### src/rtl/mem_ctrl_pkg.sv
// mem_ctrl_pkg: shared widths, access-size codes, IO address select and the
// controller state encoding for the byte-serialising memory controller.
//   ADDR_W / DATA_W / BYTE_W : bus widths
//   SIZE_B / SIZE_H / SIZE_W : mem_size_i codes (1, 2, 4 bytes)
//   IO_ADDR_SEL              : value of address bits [17:16] selecting the IO sink
//   state_e / owner_e        : FSM state and current transfer owner
package mem_ctrl_pkg;

  localparam int ADDR_W = 32;
  localparam int DATA_W = 32;
  localparam int BYTE_W = 8;

  localparam logic [1:0] SIZE_B = 2'b00;
  localparam logic [1:0] SIZE_H = 2'b01;
  localparam logic [1:0] SIZE_W = 2'b10;

  localparam logic [1:0] IO_ADDR_SEL = 2'b11;

  typedef enum logic [1:0] {
    ST_IDLE  = 2'd0,
    ST_READ  = 2'd1,
    ST_WRITE = 2'd2
  } state_e;

  typedef enum logic {
    OWN_IF  = 1'b0,
    OWN_MEM = 1'b1
  } owner_e;

  // Byte count for a size code; the unused code 2'b11 is treated as a word.
  function automatic logic [2:0] size_to_len(input logic [1:0] size);
    case (size)
      SIZE_B:  return 3'd1;
      SIZE_H:  return 3'd2;
      default: return 3'd4;
    endcase
  endfunction

  function automatic logic is_io_addr(input logic [ADDR_W-1:0] addr);
    return addr[17:16] == IO_ADDR_SEL;
  endfunction

endpackage

### src/rtl/mem_ctrl_if.sv
// mem_ctrl_if: bundles the fetch port, the load/store port and the byte-wide
// RAM/IO bus of mem_ctrl.
//   slave  : the controller's view (requests and RAM read data in, responses
//            and RAM address/write strobe out)
//   master : the environment's view (pipeline + RAM + IO sink)
interface mem_ctrl_if;
  import mem_ctrl_pkg::*;

  // fetch port
  logic              if_en_i;
  logic [ADDR_W-1:0] if_addr_i;
  logic              if_rdy_o;
  logic [DATA_W-1:0] if_inst_o;

  // load/store port
  logic              mem_en_i;
  logic              mem_wr_i;
  logic [1:0]        mem_size_i;
  logic [ADDR_W-1:0] mem_addr_i;
  logic [DATA_W-1:0] mem_wdata_i;
  logic              mem_rdy_o;
  logic [DATA_W-1:0] mem_rdata_o;

  // RAM / IO bus
  logic [BYTE_W-1:0] ram_din_i;
  logic [BYTE_W-1:0] ram_dout_o;
  logic [ADDR_W-1:0] ram_a_o;
  logic              ram_wr_o;
  logic              io_buffer_full_i;

  modport slave (
    input  if_en_i, if_addr_i,
    input  mem_en_i, mem_wr_i, mem_size_i, mem_addr_i, mem_wdata_i,
    input  ram_din_i, io_buffer_full_i,
    output if_rdy_o, if_inst_o,
    output mem_rdy_o, mem_rdata_o,
    output ram_dout_o, ram_a_o, ram_wr_o
  );

  modport master (
    output if_en_i, if_addr_i,
    output mem_en_i, mem_wr_i, mem_size_i, mem_addr_i, mem_wdata_i,
    output ram_din_i, io_buffer_full_i,
    input  if_rdy_o, if_inst_o,
    input  mem_rdy_o, mem_rdata_o,
    input  ram_dout_o, ram_a_o, ram_wr_o
  );

endinterface

### src/rtl/mem_ctrl.sv
// mem_ctrl: serialises instruction fetches and loads/stores onto a byte-wide,
// synchronous-read RAM. Reads of 1/2/4 bytes are assembled little-endian and
// zero-extended; writes are split into byte strobes. Writes to the IO window
// stall while the IO sink is full.
//   clk  : clock
//   rst  : synchronous active-high reset
//   rdy  : global enable; low freezes the controller
//   bus  : mem_ctrl_if.slave (fetch port, load/store port, RAM/IO bus)
module mem_ctrl
  import mem_ctrl_pkg::*;
(
  input  logic       clk,
  input  logic       rst,
  input  logic       rdy,
  mem_ctrl_if.slave  bus
);

  // control state
  state_e            state_q, state_d;
  logic [2:0]        ic_q, ic_d;        // bytes issued
  logic [2:0]        cc_q, cc_d;        // bytes captured
  logic              iss_q, iss_d;      // an address went out last cycle
  logic              if_rdy_q, if_rdy_d;
  logic              mem_rdy_q, mem_rdy_d;

  // transfer data
  owner_e            owner_q, owner_d;
  logic [ADDR_W-1:0] base_q, base_d;
  logic [2:0]        len_q, len_d;
  logic [DATA_W-1:0] wdata_q, wdata_d;
  logic [DATA_W-1:0] asm_q, asm_d;      // bytes assembled so far
  logic [DATA_W-1:0] if_inst_q, if_inst_d;
  logic [DATA_W-1:0] mem_rdata_q, mem_rdata_d;

  logic [ADDR_W-1:0] issue_addr;
  logic              io_block;
  logic [DATA_W-1:0] asm_new;

  assign issue_addr = base_q + {{(ADDR_W-3){1'b0}}, ic_q};
  assign io_block   = is_io_addr(issue_addr) && bus.io_buffer_full_i;

  // RAM bus drive, decoded from the registered state
  always_comb begin
    bus.ram_a_o    = '0;
    bus.ram_wr_o   = 1'b0;
    bus.ram_dout_o = '0;
    case (state_q)
      ST_READ: begin
        if (ic_q < len_q) bus.ram_a_o = issue_addr;
      end
      ST_WRITE: begin
        bus.ram_a_o    = issue_addr;
        bus.ram_dout_o = wdata_q[{ic_q[1:0], 3'b000} +: BYTE_W];
        bus.ram_wr_o   = rdy && !io_block;
      end
      default: ;
    endcase
  end

  assign bus.if_rdy_o    = if_rdy_q;
  assign bus.if_inst_o   = if_inst_q;
  assign bus.mem_rdy_o   = mem_rdy_q;
  assign bus.mem_rdata_o = mem_rdata_q;

  // next-state and transfer bookkeeping
  always_comb begin
    state_d     = state_q;
    ic_d        = ic_q;
    cc_d        = cc_q;
    iss_d       = iss_q;
    if_rdy_d    = if_rdy_q;
    mem_rdy_d   = mem_rdy_q;
    owner_d     = owner_q;
    base_d      = base_q;
    len_d       = len_q;
    wdata_d     = wdata_q;
    asm_d       = asm_q;
    if_inst_d   = if_inst_q;
    mem_rdata_d = mem_rdata_q;

    asm_new = asm_q;
    asm_new[{cc_q[1:0], 3'b000} +: BYTE_W] = bus.ram_din_i;

    if (!rdy) begin
      // Frozen: the byte returning now is dropped, so rewind issue to capture
      // and let the missed byte be fetched again once enabled.
      if (state_q == ST_READ) begin
        ic_d  = cc_q;
        iss_d = 1'b0;
      end
    end else begin
      if_rdy_d  = 1'b0;
      mem_rdy_d = 1'b0;
      case (state_q)
        ST_IDLE: begin
          // A port's own rdy cycle blocks it, so only the other port may
          // start back-to-back; MEM wins ties.
          if (bus.mem_en_i && !mem_rdy_q) begin
            owner_d = OWN_MEM;
            base_d  = bus.mem_addr_i;
            len_d   = size_to_len(bus.mem_size_i);
            wdata_d = bus.mem_wdata_i;
            asm_d   = '0;
            ic_d    = '0;
            cc_d    = '0;
            iss_d   = 1'b0;
            state_d = bus.mem_wr_i ? ST_WRITE : ST_READ;
          end else if (bus.if_en_i && !if_rdy_q) begin
            owner_d = OWN_IF;
            base_d  = bus.if_addr_i;
            len_d   = 3'd4;
            asm_d   = '0;
            ic_d    = '0;
            cc_d    = '0;
            iss_d   = 1'b0;
            state_d = ST_READ;
          end
        end

        ST_READ: begin
          if (owner_q == OWN_IF &&
              (!bus.if_en_i || bus.if_addr_i != base_q)) begin
            // fetch redirected or withdrawn: drop it silently
            state_d = ST_IDLE;
            iss_d   = 1'b0;
          end else begin
            if (ic_q < len_q) begin
              ic_d  = 3'(ic_q + 3'd1);
              iss_d = 1'b1;
            end else begin
              iss_d = 1'b0;
            end
            if (iss_q) begin
              asm_d = asm_new;
              cc_d  = 3'(cc_q + 3'd1);
              if (3'(cc_q + 3'd1) == len_q) begin
                state_d = ST_IDLE;
                iss_d   = 1'b0;
                if (owner_q == OWN_IF) begin
                  if_inst_d = asm_new;
                  if_rdy_d  = 1'b1;
                end else begin
                  mem_rdata_d = asm_new;
                  mem_rdy_d   = 1'b1;
                end
              end
            end
          end
        end

        ST_WRITE: begin
          if (!io_block) begin
            ic_d = 3'(ic_q + 3'd1);
            if (ic_q == 3'(len_q - 3'd1)) begin
              state_d   = ST_IDLE;
              mem_rdy_d = 1'b1;
            end
          end
        end

        default: state_d = ST_IDLE;
      endcase
    end
  end

  always_ff @(posedge clk) begin
    if (rst) begin
      state_q     <= ST_IDLE;
      ic_q        <= '0;
      cc_q        <= '0;
      iss_q       <= 1'b0;
      if_rdy_q    <= 1'b0;
      mem_rdy_q   <= 1'b0;
      if_inst_q   <= '0;
      mem_rdata_q <= '0;
    end else begin
      state_q     <= state_d;
      ic_q        <= ic_d;
      cc_q        <= cc_d;
      iss_q       <= iss_d;
      if_rdy_q    <= if_rdy_d;
      mem_rdy_q   <= mem_rdy_d;
      if_inst_q   <= if_inst_d;
      mem_rdata_q <= mem_rdata_d;
    end
  end

  // transfer-local data is always loaded before use, so it carries no reset
  always_ff @(posedge clk) begin
    owner_q <= owner_d;
    base_q  <= base_d;
    len_q   <= len_d;
    wdata_q <= wdata_d;
    asm_q   <= asm_d;
  end

endmodule

### src/flat_wrapper.sv
// flat-port wrapper written by rule: the top's interface ports become plain ports
module mem_ctrl_flat import mem_ctrl_pkg::*;
  (clk, rst, rdy, bus_if_en_i, bus_if_addr_i, bus_mem_en_i, bus_mem_wr_i, bus_mem_size_i, bus_mem_addr_i, bus_mem_wdata_i, bus_ram_din_i, bus_io_buffer_full_i, bus_if_rdy_o, bus_if_inst_o, bus_mem_rdy_o, bus_mem_rdata_o, bus_ram_dout_o, bus_ram_a_o, bus_ram_wr_o);
  mem_ctrl_if bus_i ();
  input  logic clk;
  input  logic rst;
  input  logic rdy;
  input wire logic [$bits(bus_i.if_en_i)-1:0] bus_if_en_i;
  input wire logic [$bits(bus_i.if_addr_i)-1:0] bus_if_addr_i;
  input wire logic [$bits(bus_i.mem_en_i)-1:0] bus_mem_en_i;
  input wire logic [$bits(bus_i.mem_wr_i)-1:0] bus_mem_wr_i;
  input wire logic [$bits(bus_i.mem_size_i)-1:0] bus_mem_size_i;
  input wire logic [$bits(bus_i.mem_addr_i)-1:0] bus_mem_addr_i;
  input wire logic [$bits(bus_i.mem_wdata_i)-1:0] bus_mem_wdata_i;
  input wire logic [$bits(bus_i.ram_din_i)-1:0] bus_ram_din_i;
  input wire logic [$bits(bus_i.io_buffer_full_i)-1:0] bus_io_buffer_full_i;
  output wire logic [$bits(bus_i.if_rdy_o)-1:0] bus_if_rdy_o;
  output wire logic [$bits(bus_i.if_inst_o)-1:0] bus_if_inst_o;
  output wire logic [$bits(bus_i.mem_rdy_o)-1:0] bus_mem_rdy_o;
  output wire logic [$bits(bus_i.mem_rdata_o)-1:0] bus_mem_rdata_o;
  output wire logic [$bits(bus_i.ram_dout_o)-1:0] bus_ram_dout_o;
  output wire logic [$bits(bus_i.ram_a_o)-1:0] bus_ram_a_o;
  output wire logic [$bits(bus_i.ram_wr_o)-1:0] bus_ram_wr_o;
  assign bus_i.if_en_i = bus_if_en_i;
  assign bus_i.if_addr_i = bus_if_addr_i;
  assign bus_i.mem_en_i = bus_mem_en_i;
  assign bus_i.mem_wr_i = bus_mem_wr_i;
  assign bus_i.mem_size_i = bus_mem_size_i;
  assign bus_i.mem_addr_i = bus_mem_addr_i;
  assign bus_i.mem_wdata_i = bus_mem_wdata_i;
  assign bus_i.ram_din_i = bus_ram_din_i;
  assign bus_i.io_buffer_full_i = bus_io_buffer_full_i;
  assign bus_if_rdy_o = bus_i.if_rdy_o;
  assign bus_if_inst_o = bus_i.if_inst_o;
  assign bus_mem_rdy_o = bus_i.mem_rdy_o;
  assign bus_mem_rdata_o = bus_i.mem_rdata_o;
  assign bus_ram_dout_o = bus_i.ram_dout_o;
  assign bus_ram_a_o = bus_i.ram_a_o;
  assign bus_ram_wr_o = bus_i.ram_wr_o;
  mem_ctrl u_core (.clk(clk), .rst(rst), .rdy(rdy), .bus(bus_i));
endmodule
### config.mk
export PLATFORM = sky130hd
export DESIGN_NAME = mem_ctrl_flat
export DESIGN_NICKNAME = d
export VERILOG_FILES = /design/src/rtl/mem_ctrl_pkg.sv /design/src/rtl/mem_ctrl_if.sv /design/src/rtl/mem_ctrl.sv /design/src/flat_wrapper.sv
export SDC_FILE = /design/constraint.sdc
export NUM_CORES = 1
export LEC_CHECK = 0
export BUFFER_PORTS_ARGS = -buffer_cell sky130_fd_sc_hd__buf_2
export CAP_MARGIN = 5
export CORE_UTILIZATION = 30
export CTS_CLUSTER_SIZE = 14
export DETAILED_ROUTE_END_ITERATION = 10
export GPL_ROUTABILITY_DRIVEN = 0
export PLACE_DENSITY = 0.53
export RECOVER_POWER = 100
export SYNTH_ARGS = -nofsm -noshare
export SYNTH_HDL_FRONTEND = slang
export SYNTH_SLANG_ARGS = --single-unit
### constraint.sdc
create_clock -name clk -period 12.55 [get_ports clk]
set_input_delay 2.51 -clock clk [delete_from_list [all_inputs] [get_ports clk]]
set_output_delay 2.51 -clock clk [all_outputs]
set_load 0.03 [all_outputs]
=== Word-level counts from Yosys, hierarchy flattened ===
Index checks and enable logic that the tools add are counted.

* Logic and storage cells: 122
* Output and inout bits: 107
* Register bits after elaboration: 175
* Input port bits: 113

* Shift operators: 3
* Add/subtract/negate cells: 5
* Bitwise operators: 2
* Reductions and logical operators: 24
* Equal/unequal tests: 18
* Muxes and demuxes: 56
* Magnitude comparators: 1

{| class="wikitable"
|+ Operator list
! operator !! number
|-
| $mux W32 || 7
|-
| $pmux W32 S2 || 2
|-
| $mux W3 || 11
|-
| $add A32 B3 Y32 || 1
|-
| $bwmux W32 || 1
|-
| $ne A32 B32 Y1 || 1
|-
| $shift A8 B7 Y32 const A || 1
|-
| $shiftx A32 B6 Y8 || 1
|-
| $shiftx A8 B7 Y32 || 1
|-
| $reduce_and A6 Y1 || 4
|-
| $mux W1 || 20
|-
| $mux W2 || 8
|-
| $ne A3 B3 Y1 const B || 4
|-
| $pmux W3 S2 || 2
|-
| $pmux W3 S3 || 1
|-
| $reduce_and A3 Y1 || 3
|-
| $mux W8 || 1
|-
| $neg A5 Y7 || 1
|-
| $add A3 B1 Y3 const B || 2
|-
| $eq A3 B3 Y1 || 2
|-
| $pmux W2 S3 || 1
|-
| $reduce_bool A2 Y1 || 3
|-
| $logic_and A1 B1 Y1 || 5
|-
| $reduce_and A5 Y1 || 1
|-
| 15 further kinds || 25
|}

=== Logic depth before layout (Yosys ltp) ===
Gate-level depths: netlist of the first run.

* Depth in word-level cells: 7
* Depth in mapped cells: 10
* Mapped depth without buffers: 9

=== Worst setup path before layout of the first run ===
No wires, ideal clock.

* Path kind: input to register
* Start: in bus_if_addr_i[27]
* End: reg u_core.asm_q[0] (enable)
* Path slack: 6.666 ns
* Setup time: 0.432 ns
* Data required time: 12.118 ns
* Buffers on the path: 0
* Arrival time: 5.452 ns
* Stages: 6
* Path through: xor2_1 -> a2111oi_0 -> nand4b_1 -> o31ai_1 -> nand3_1 -> a21oi_1

* Longest elaborated chain between the ends: 5

{| class="wikitable"
|+ Ends and longest elaborated chain
! element !! RTL line !! source
|-
| start: declaration || flat_wrapper.sv:9 || <nowiki>input wire logic [$bits(bus_i.if_addr_i)-1:0] bus_if_addr_i;</nowiki>
|-
| $ne A32 B32 Y1 || mem_ctrl.sv:122 || <nowiki>(!bus.if_en_i || bus.if_addr_i != base_q)) begin</nowiki>
|-
| $logic_or A1 B1 Y1 || mem_ctrl.sv:122 ||
|-
| $logic_and A1 B1 Y1 || mem_ctrl.sv:121 || <nowiki>if (owner_q == OWN_IF &&</nowiki>
|-
| $ne A2 B2 Y1 (no source line) || - ||
|-
| $reduce_and A5 Y1 (no source line) || - ||
|-
| end signal: assignment || mem_ctrl.sv:194 || <nowiki>asm_q <= asm_d;</nowiki>
|-
| end: declaration || mem_ctrl.sv:31 || <nowiki>logic [DATA_W-1:0] asm_q, asm_d;</nowiki>
|}

Every way passes these cells.
A chain may end at the register's enable or synchronous reset.

=== Worst setup path in the final report of the first run ===
* Start: in bus_if_addr_i[27]
* End: reg u_core.asm_q[28] (enable)

The elaborated chain is that of the path after synthesis.

==> results.md, run 1 <==
* Sink Count at 175
* Flip-flop and latch area at 4504 sq um
* Sequential fraction of the synthesis area at 50.67%
* Site Rows at 62
* GRT Overall Usage at 16.36%
* Kind of end point of the critical path: register
* P_sw at 365.7 uW
* CP cell instances: clkbuf_1 -> xor2_1 -> a2111oi_0 -> nand4b_1 -> o31ai_1 -> nand3_1 -> a21oi_1
* Number of enable flip-flop cells after synthesis at 100
* Commonest non-fill, non-tap cell in the layout: nand2_1
* Final worst-path cycle share at 56.85%
* Peak supply drop at 69.90 uV
* Top FF cell, synth: edfxtp_1
* Routed Antenna Nets at 0
* Setup TNS at 0 ns
* Crit path buf inv count at 1
* Postcts setup bufs at 0
* #FFs+latches synth at 175
* Cell area after synthesis at 8890 sq um
* Worst-Skew Late Latency at 0.43 ns
* Hold_ws at 0.4954 ns
* Routed WL at 24670 microns
* Slew Limit Fails at 254
* Synth top area cells: edfxtp_1, dfxtp_1, mux2i_1, nand2_1, nor2_1
* Most frequent cells in the layout: nand2_1, clkbuf_1, buf_2
* CP startpoint kind: primary input
* RSZ-0062 raised after global routing: no
* Layout area overhead at 21.38%
* Worst-case clock skew at 0.01270 ns
* Pleak at 4.119 nW
* Synth warn at 0
* DR DRC count at 0
* Pint at 975.5 uW
* Total iterations of the first detailed-routing run at 7
* CTS Buffer Depth at 2
* Vias in the first global route at 6742
* Vias per cell at 4.614
* Number of I/O pins at 220
* Cts bufs inserted at 17
* Starting density of the core at 30.72%
* Clock power share at 39.5%
* MaxCap Viol Count at 7
* CP Class: primary input to register
* Core area at 28940 sq um
* Number of I/O port buffers at 219
* Crit-path max cell delay at 2.24 ns
* Synth Area per Inst at 9.834 sq um
* Failing checks: capacitance limit, slew limit
* Wire per inst at 16.32 microns
* Initial antenna violation count at 3
* Switching part of the total at 27.26%
* Syn_nets at 1034
* Area of the multi-input gates at 3986 sq um
* Die height at 174.1 microns
* Area share of the largest cell type after synthesis at 33.78%
* Netlist cell types at 59
* Largest net degree at the start of global routing at 80
* Worst EP required at 12.52 ns
* CTS Root Cell: clkbuf_16
* Cells after Synth at 904
* Chip Width at 174.1 microns
* CP Data Arrival Time at 7.11 ns
* Final nets at 1244
* Overall Power at 1.341 mW
* Minimum clock period at 7.135 ns
* Reg power frac at 49.4%
* Crit path max-delay family: compound AO/OA/AOI/OAI gates
* Max Freq at 140.1 MHz
* Cell area after layout at 10790 sq um
* Slew HR at -146.7%
* Worst Tran Pin Value at 3.701 ns
* Gate power share at 11.1%
* CP max stage cell: a21oi_1
* Final setup violating endpoints at 0
* Die area at 30320 sq um
* CTS H-tree depth at 4
* Hold_buf cts at 0
* Util after Layout at 37.29%
* CTS resizes at 0
* Gr ovfl total at 0
* Layout cell share with drive strength beyond 1 at 14.82%
* Routed vias at 6976
* Crit-path max FO at 32
* Placed Area at 10390 sq um
* Min-delay worst type: register to register
* Ys async rst share at 0%
* Filler cells at 3010
* Dpl hpwl at 17750 microns
* Status: finished, violations left
* First DRT Iteration DRCs at 434
* Endpoints failing hold at 0
* Area leader, netlist: edfxtp_1
* CTS tree: built
* PwrDens at 124.3 nW/um^2
* First-pass GRT wire length at 37960 microns
* Clock transition at path regs at 0.07 ns
kinds of logic (layout without fill, tap and decap cells):
logic type      count (synthesis)  in the layout  synth area share [%]
simple gates                  404            404                 21.21
xor+xnor                       56             56                 5.841
fa+ha+maj                      17             17                 2.477
compound gates                 79             79                 5.377
other cells                     0              1                     0
mux                            77             77                 9.965
buf+inv                        96            319                 4.462
flops                         175            175                 50.67
metal layers:
layer | vias up | part of all wire, % | GRT usage, %
met2 | 165 | 49 | 27.78
li1 | 3485 | - | -
met4 | 4 | 1.1 | 4.642
met5 | - | 0.11 | 0
met1 | 3305 | 45 | 21.05
met3 | 17 | 4.2 | 3.171
final timing paths:
| kind | start | to | slack, ns | cells after the start |
|---|---|---|---|---|
| max | bus_if_addr_i[27] | u_core.asm_q[28] | 5.41 | 7 |
| max reg2reg | u_core.base_q[4] | u_core.asm_q[28] | 7.08 | 6 |
| min | u_core.bus.mem_rdata_o[30] | u_core.bus.mem_rdata_o[30] | 0.50 | 2 |
| min reg2reg | u_core.bus.mem_rdata_o[30] | u_core.bus.mem_rdata_o[30] | 0.50 | 2 |
cell usage after synthesis (3+ instances only):
library cell,instances
o211ai_1,4
clkbuf_1,29
xnor2_1,15
edfxtp_1,100
o21ai_0,40
nand2b_1,9
nor2b_1,12
buf_6,4
dfxtp_1,75
nand3_1,11
mux2_4,3
a21oi_1,15
and2_1,44
buf_2,4
inv_1,55
and3_1,9
or3_1,9
nor2_1,110
ha_1,16
mux2i_1,66
mux4_2,8
nand4_1,9
nor3_1,11
xor2_1,39
nor4_1,6
nand2_1,158
final cells by class:
| class | count | area share (%) |
|---|---|---|
| Antenna cell | 1 | 0.02319 |
| Tap cell | 384 | 4.453 |
| Clock buffer | 19 | 4.302 |
| Timing Repair Buffer | 230 | 9.462 |
| Sequential cell | 175 | 41.74 |
| Multi-Input combinational cell | 633 | 36.94 |
| Clock inverter | 13 | 1.090 |
| Inverter | 57 | 1.983 |
metrics by stage:
stage | cells | setup slack, ns
after CTS | 1511 | 6.422
after global routing | 1512 | 4.953
after floorplan | 904 | 6.666
after global placement | 1479 | 6.435
final | 1512 | 5.415
after detailed placement | 1479 | 6.389
state kept, by name, summed over array words and instances, names as in the netlist:
signal / cells
u_core.bus.if_rdy_o: 1
u_core.iss_q: 1
u_core.bus.if_inst_o: 32
u_core.wdata_q: 32
u_core.owner_q: 1
u_core.ic_q: 3
u_core.asm_q: 32
u_core.base_q: 32
u_core.bus.mem_rdy_o: 1
u_core.cc_q: 3
u_core.len_q: 3
u_core.state_q: 2
u_core.bus.mem_rdata_o: 32
power groups by stage:
stage               logic, mW  clock network [mW]  registers [mW]
floorplan              0.0968                   0           0.667
global placement        0.153                   0           0.673
detailed placement      0.154                   0           0.674
CTS                     0.155               0.546           0.661
global route            0.166               0.568           0.666
finish                  0.149               0.530           0.662
tightest hold or removal path: stages (launching register included):
cell	delay [ns]
dfxtp_1	0.33
mux2i_1	0.06
nor2_1	0.07
(Power assumes the default switching activity.)
==> inputs of run 2 (changes only) <==
--- a/config.mk
+++ b/config.mk
@@ -11,7 +11,7 @@
 export CTS_CLUSTER_SIZE = 14
 export DETAILED_ROUTE_END_ITERATION = 10
 export GPL_ROUTABILITY_DRIVEN = 0
-export PLACE_DENSITY = 0.53
+export PLACE_DENSITY = 0.55
 export RECOVER_POWER = 100
 export SYNTH_ARGS = -nofsm -noshare
 export SYNTH_HDL_FRONTEND = slang
==> constraint.sdc (replaced) <==
create_clock -name clk -period 6.1 [get_ports clk]
set_input_delay 1.22 -clock clk [delete_from_list [all_inputs] [get_ports clk]]
set_output_delay 1.22 -clock clk [all_outputs]
set_load 0.03 [all_outputs]
==> results.md, run 2 (same netlist as run 1, synthesis figures left out) <==
* Layout area overhead at 21.44%
* Number of I/O pins at 220
* CTS resizes at 0
* Dpl hpwl at 17700 microns
* First DRT Iteration DRCs at 415
* Final nets at 1243
* CTS tree: built
* MaxCap Viol Count at 5
* Minimum clock period at 5.074 ns
* Worst Tran Pin Value at 2.783 ns
* Clock transition at path regs at 0.07 ns
* Layout cell share with drive strength beyond 1 at 14.39%
* Crit path buf inv count at 2
* Endpoints failing hold at 0
* Min-delay worst type: register to register
* Worst-Skew Late Latency at 0.43 ns
* Site Rows at 62
* Status: finished, violations left
* Most frequent cells in the layout: nand2_1, clkbuf_1, buf_2
* Postcts setup bufs at 0
* Routed Antenna Nets at 0
* Commonest non-fill, non-tap cell in the layout: nand2_1
* Routed vias at 6990
* Total iterations of the first detailed-routing run at 7
* Final std cells w/o fill at 1512
* DR DRC count at 0
* Worst EP required at 6.41 ns
* CTS Root Cell: clkbuf_16
* Pleak at 4.103 nW
* Starting density of the core at 30.72%
* Max Freq at 197.1 MHz
* Largest net degree at the start of global routing at 53
* Crit-path max cell delay at 2.01 ns
* Wire per inst at 16.19 microns
* Sink Count at 175
* Core area at 28940 sq um
* CP cell instances: clkbuf_1 -> xor2_1 -> a2111oi_0 -> nand4b_1 -> nor4_1 -> clkbuf_1 -> mux2i_1 -> nor2_1
* Cts bufs inserted at 17
* Failing checks: capacitance limit, slew limit
* First-pass GRT wire length at 37720 microns
* CTS H-tree depth at 4
* Final worst-path cycle share at 83.19%
* Slew Limit Fails at 166
* Util after Layout at 37.31%
* Final setup violating endpoints at 0
* Worst-case clock skew at 0.01238 ns
* Peak supply drop at 170.9 uV
* Chip Width at 174.1 microns
* Die area at 30320 sq um
* Routed WL at 24480 microns
* Cell total after placement at 1478
* RSZ-0062 raised after global routing: no
* Overall Power at 2.828 mW
* CTS Buffer Depth at 2
* GRT Overall Usage at 16.22%
* Hold_ws at 0.4939 ns
* Cell mode on critical path: clkbuf_1
* Vias per cell at 4.623
* Setup TNS at 0 ns
* Gr ovfl total at 0
* Crit path max-delay family: buffers and inverters
* Kind of end point of the critical path: register
* CP max stage cell: clkbuf_1
* CP Class: primary input to register
* Vias in the first global route at 6640
* Hold_buf cts at 0
* Number of I/O port buffers at 219
* Crit-path max FO at 33
* CP startpoint kind: primary input
* PwrDens at 261.9 nW/um^2
* Initial antenna violation count at 3
* Die height at 174.1 microns
* CP Data Arrival Time at 5.38 ns
* Slew HR at -85.52%
run 2: layout make-up:
type	count	area, sq um
fillers	2977	18140
flip-flops and latches	175	4504
multi-input cells	633	3961
repair buffers	229	1010
well taps	384	480.5
clock buffers	19	452.9
inverters	57	214.0
clock inverters	13	167.7
diodes	2	5.005
run 2: per-layer routing:
layer / track usage, % / routed length [microns] / share of wire, % / vias to the layer above
met5: 0 / 11 / 0.045 / -
met4: 5.519 / 430 / 1.8 / 2
met3: 3.587 / 1370 / 5.6 / 27
met2: 25.90 / 11420 / 47 / 211
met1: 21.61 / 11240 / 46 / 3267
li1: - / - / - / 3483
run 2: worst paths after layout:
kind / endpoint / cells after the start / slack, ns / from
max: u_core.bus.if_inst_o[3] / 8 / 1.03 / bus_if_addr_i[27]
min: u_core.bus.if_inst_o[10] / 2 / 0.49 / u_core.bus.if_inst_o[10]
max reg2reg: u_core.bus.if_inst_o[3] / 8 / 1.11 / u_core.cc_q[0]
min reg2reg: u_core.bus.if_inst_o[10] / 2 / 0.49 / u_core.bus.if_inst_o[10]
run 2: stage by stage:
step                      setup slack [ns]  instance area, sq um
after global routing                0.7035                 10790
after floorplan                      1.506                  8890
after global placement               1.368                 10380
after CTS                            1.237                 11000
after detailed placement             1.252                 10380
final                                1.026                 10800
run 2: power by group:
group          switching (mW)  internal, mW  leakage, nW
logic                   0.200         0.107         2.24
registers              0.0373          1.32         1.56
clock network           0.515         0.644        0.307
total                   0.753          2.07         4.10
run 2: worst reg2reg max path, stage by stage, from the launching register on:
cell and delay (ns):
dfxtp_1 0.56, ha_1 0.51, xnor3_1 0.30, nand4_1 0.28, or3_1 0.46, nor4_1 0.31, clkbuf_1 2.01, mux2i_1 0.37
nor2_1 0.07
==> inputs of run 3 (changes only) <==
--- a/config.mk
+++ b/config.mk
@@ -11,7 +11,7 @@
 export CTS_CLUSTER_SIZE = 14
 export DETAILED_ROUTE_END_ITERATION = 10
 export GPL_ROUTABILITY_DRIVEN = 0
-export PLACE_DENSITY = 0.55
+export PLACE_DENSITY = 0.53
 export RECOVER_POWER = 100
 export SYNTH_ARGS = -nofsm -noshare
 export SYNTH_HDL_FRONTEND = slang
==> constraint.sdc (replaced) <==
create_clock -name clk -period 4.8 [get_ports clk]
set_input_delay 0.96 -clock clk [delete_from_list [all_inputs] [get_ports clk]]
set_output_delay 0.96 -clock clk [all_outputs]
set_load 0.03 [all_outputs]
==> results.md, run 3 (same netlist as run 1, synthesis figures left out) <==
* Min-delay worst type: register to register
* CTS Buffer Depth at 2
* Cell mode on critical path: clkbuf_1
* Core area at 28940 sq um
* Worst Setup SP: u_core.ic_q[0]
* Min-delay src: u_core.bus.mem_rdy_o
* CTS tree: built
* DR DRC count at 0
* Site Rows at 62
* First-pass GRT wire length at 38120 microns
* Number of I/O pins at 220
* Pint at 2.539 mW
* Worst-case clock skew at 0.01396 ns
* Clock power share at 39.9%
* Vias per cell at 4.610
* Wire per inst at 16.24 microns
* Final setup violating endpoints at 0
* Worst hold stages at 2
* Chip Width at 174.1 microns
* PwrDens at 326.4 nW/um^2
* Cts bufs inserted at 17
* Die height at 174.1 microns
* Total iterations of the first detailed-routing run at 5
* Endpoints failing hold at 0
* Placed Area at 10420 sq um
* Crit-path max cell delay at 0.65 ns
* Slew Limit Fails at 99
* Vias in the first global route at 6839
* Gate power share at 11.2%
* Crit-path max FO at 32
* Util after Layout at 37.44%
* Switching part of the total at 28.19%
* Register-to-register setup slack at 1.08 ns
* Worst Tran Pin Value at 1.975 ns
* Crit path max-delay family: buffers and inverters
* Reg power frac at 48.8%
* RR Endpoint: u_core.asm_q[26]
* Initial antenna violation count at 3
* Kind of end point of the critical path: primary output
* CP Class: register to primary output
* First DRT Iteration DRCs at 465
* Final nets at 1248
* Worst-Skew Late Latency at 0.44 ns
* Largest net degree at the start of global routing at 53
* CTS resizes at 0
* Dpl hpwl at 17850 microns
* Status: finished, violations left
* Setup TNS at 0 ns
* Routed Antenna Nets at 0
* Cell area after layout at 10830 sq um
* Die area at 30320 sq um
* CTS H-tree depth at 4
* Hold endpoint: u_core.bus.mem_rdy_o
* Peak supply drop at 234.0 uV
* CP Data Arrival Time at 3.19 ns
* R2r startpoint: u_core.base_q[4]
* Worst setup slack after placement at 0.9298 ns
* Hold_buf cts at 0
* Failing checks: capacitance limit, slew limit
* Layout area overhead at 21.87%
* Routed vias at 6989
* Minimum clock period at 4.150 ns
* Cells on worst reg2reg path at 8
* Layout cell share with drive strength beyond 1 at 15.30%
* CP max stage cell: clkbuf_1
* Number of I/O port buffers at 219
* P_sw at 996.7 uW
* Clock transition at path regs at 0.08 ns
* CTS Root Cell: clkbuf_16
* Slew HR at -31.65%
* Final WS setup at 0.6497 ns
* CP cell instances: clkbuf_1 -> inv_1 -> ha_1 -> nor2b_1 -> o21ai_0 -> and2_0 -> o21ai_2 -> buf_4 -> nor2_1 -> clkbuf_1
* Routed WL at 24630 microns
* Most frequent cells in the layout: nand2_1, buf_2, clkbuf_1
* Final worst-path cycle share at 86.46%
* MaxCap Viol Count at 3
* Crit path buf inv count at 4
* Sink Count at 175
* GRT Overall Usage at 16.38%
* Overall Power at 3.536 mW
* RSZ-0062 raised after global routing: no
* Starting density of the core at 30.72%
* Pleak at 4.150 nW
* Gr ovfl total at 0
* Worst EP required at 3.84 ns
* Commonest non-fill, non-tap cell in the layout: nand2_1
* Postcts setup bufs at 0
* CP startpoint kind: register
* Max Freq at 240.9 MHz
## run 3: power groups by stage
stage          combinational, mW  sequential, mW  clock (mW)
2_1_floorplan              0.253            1.74           0
5_1_grt                    0.441            1.74        1.50
3_5_place_dp               0.409            1.76           0
4_1_cts                    0.411            1.72        1.45
3_3_place_gp               0.407            1.76           0
6_report                   0.397            1.73        1.41
## run 3: worst min-delay path, stage by stage, from the launching register on
cell	delay, ns
dfxtp_1	0.32
nand2_1	0.05
a21oi_1	0.05
## run 3: metrics by stage
step,hold slack [ns],cells
6_report,0.4679,1516
5_1_grt,0.5173,1516
4_1_cts,0.4643,1515
3_5_place_dp,0.4531,1483
3_3_place_gp,0.4531,1483
2_1_floorplan,0.4647,904
## run 3: final cells by class
class	instances	area (sq um)
antenna	1	2.502
clock buffer	18	439.2
clock inverter	14	162.7
fill	3036	18100
inverter	57	214.0
multi-input combinational	633	3986
sequential	175	4504
tap	384	480.5
timing repair buffer	234	1045
## run 3: routing by layer
layer	vias to the layer above	track usage, %	share of wire (%)
met5	-	0	0.10
met4	4	5.336	1.9
met3	30	3.478	4.0
met2	156	26.92	47
met1	3302	21.37	47
li1	3497	-	-
## run 3: worst max-delay path by stage
stage | endpoint | depth (start not counted)
finish | bus_ram_a_o[22] | 10
CTS | bus_ram_a_o[30] | 9
floorplan | u_core.asm_q[0] | 6
global placement | u_core.asm_q[25] | 9
global route | bus_ram_a_o[4] | 10
detailed placement | u_core.asm_q[1] | 9
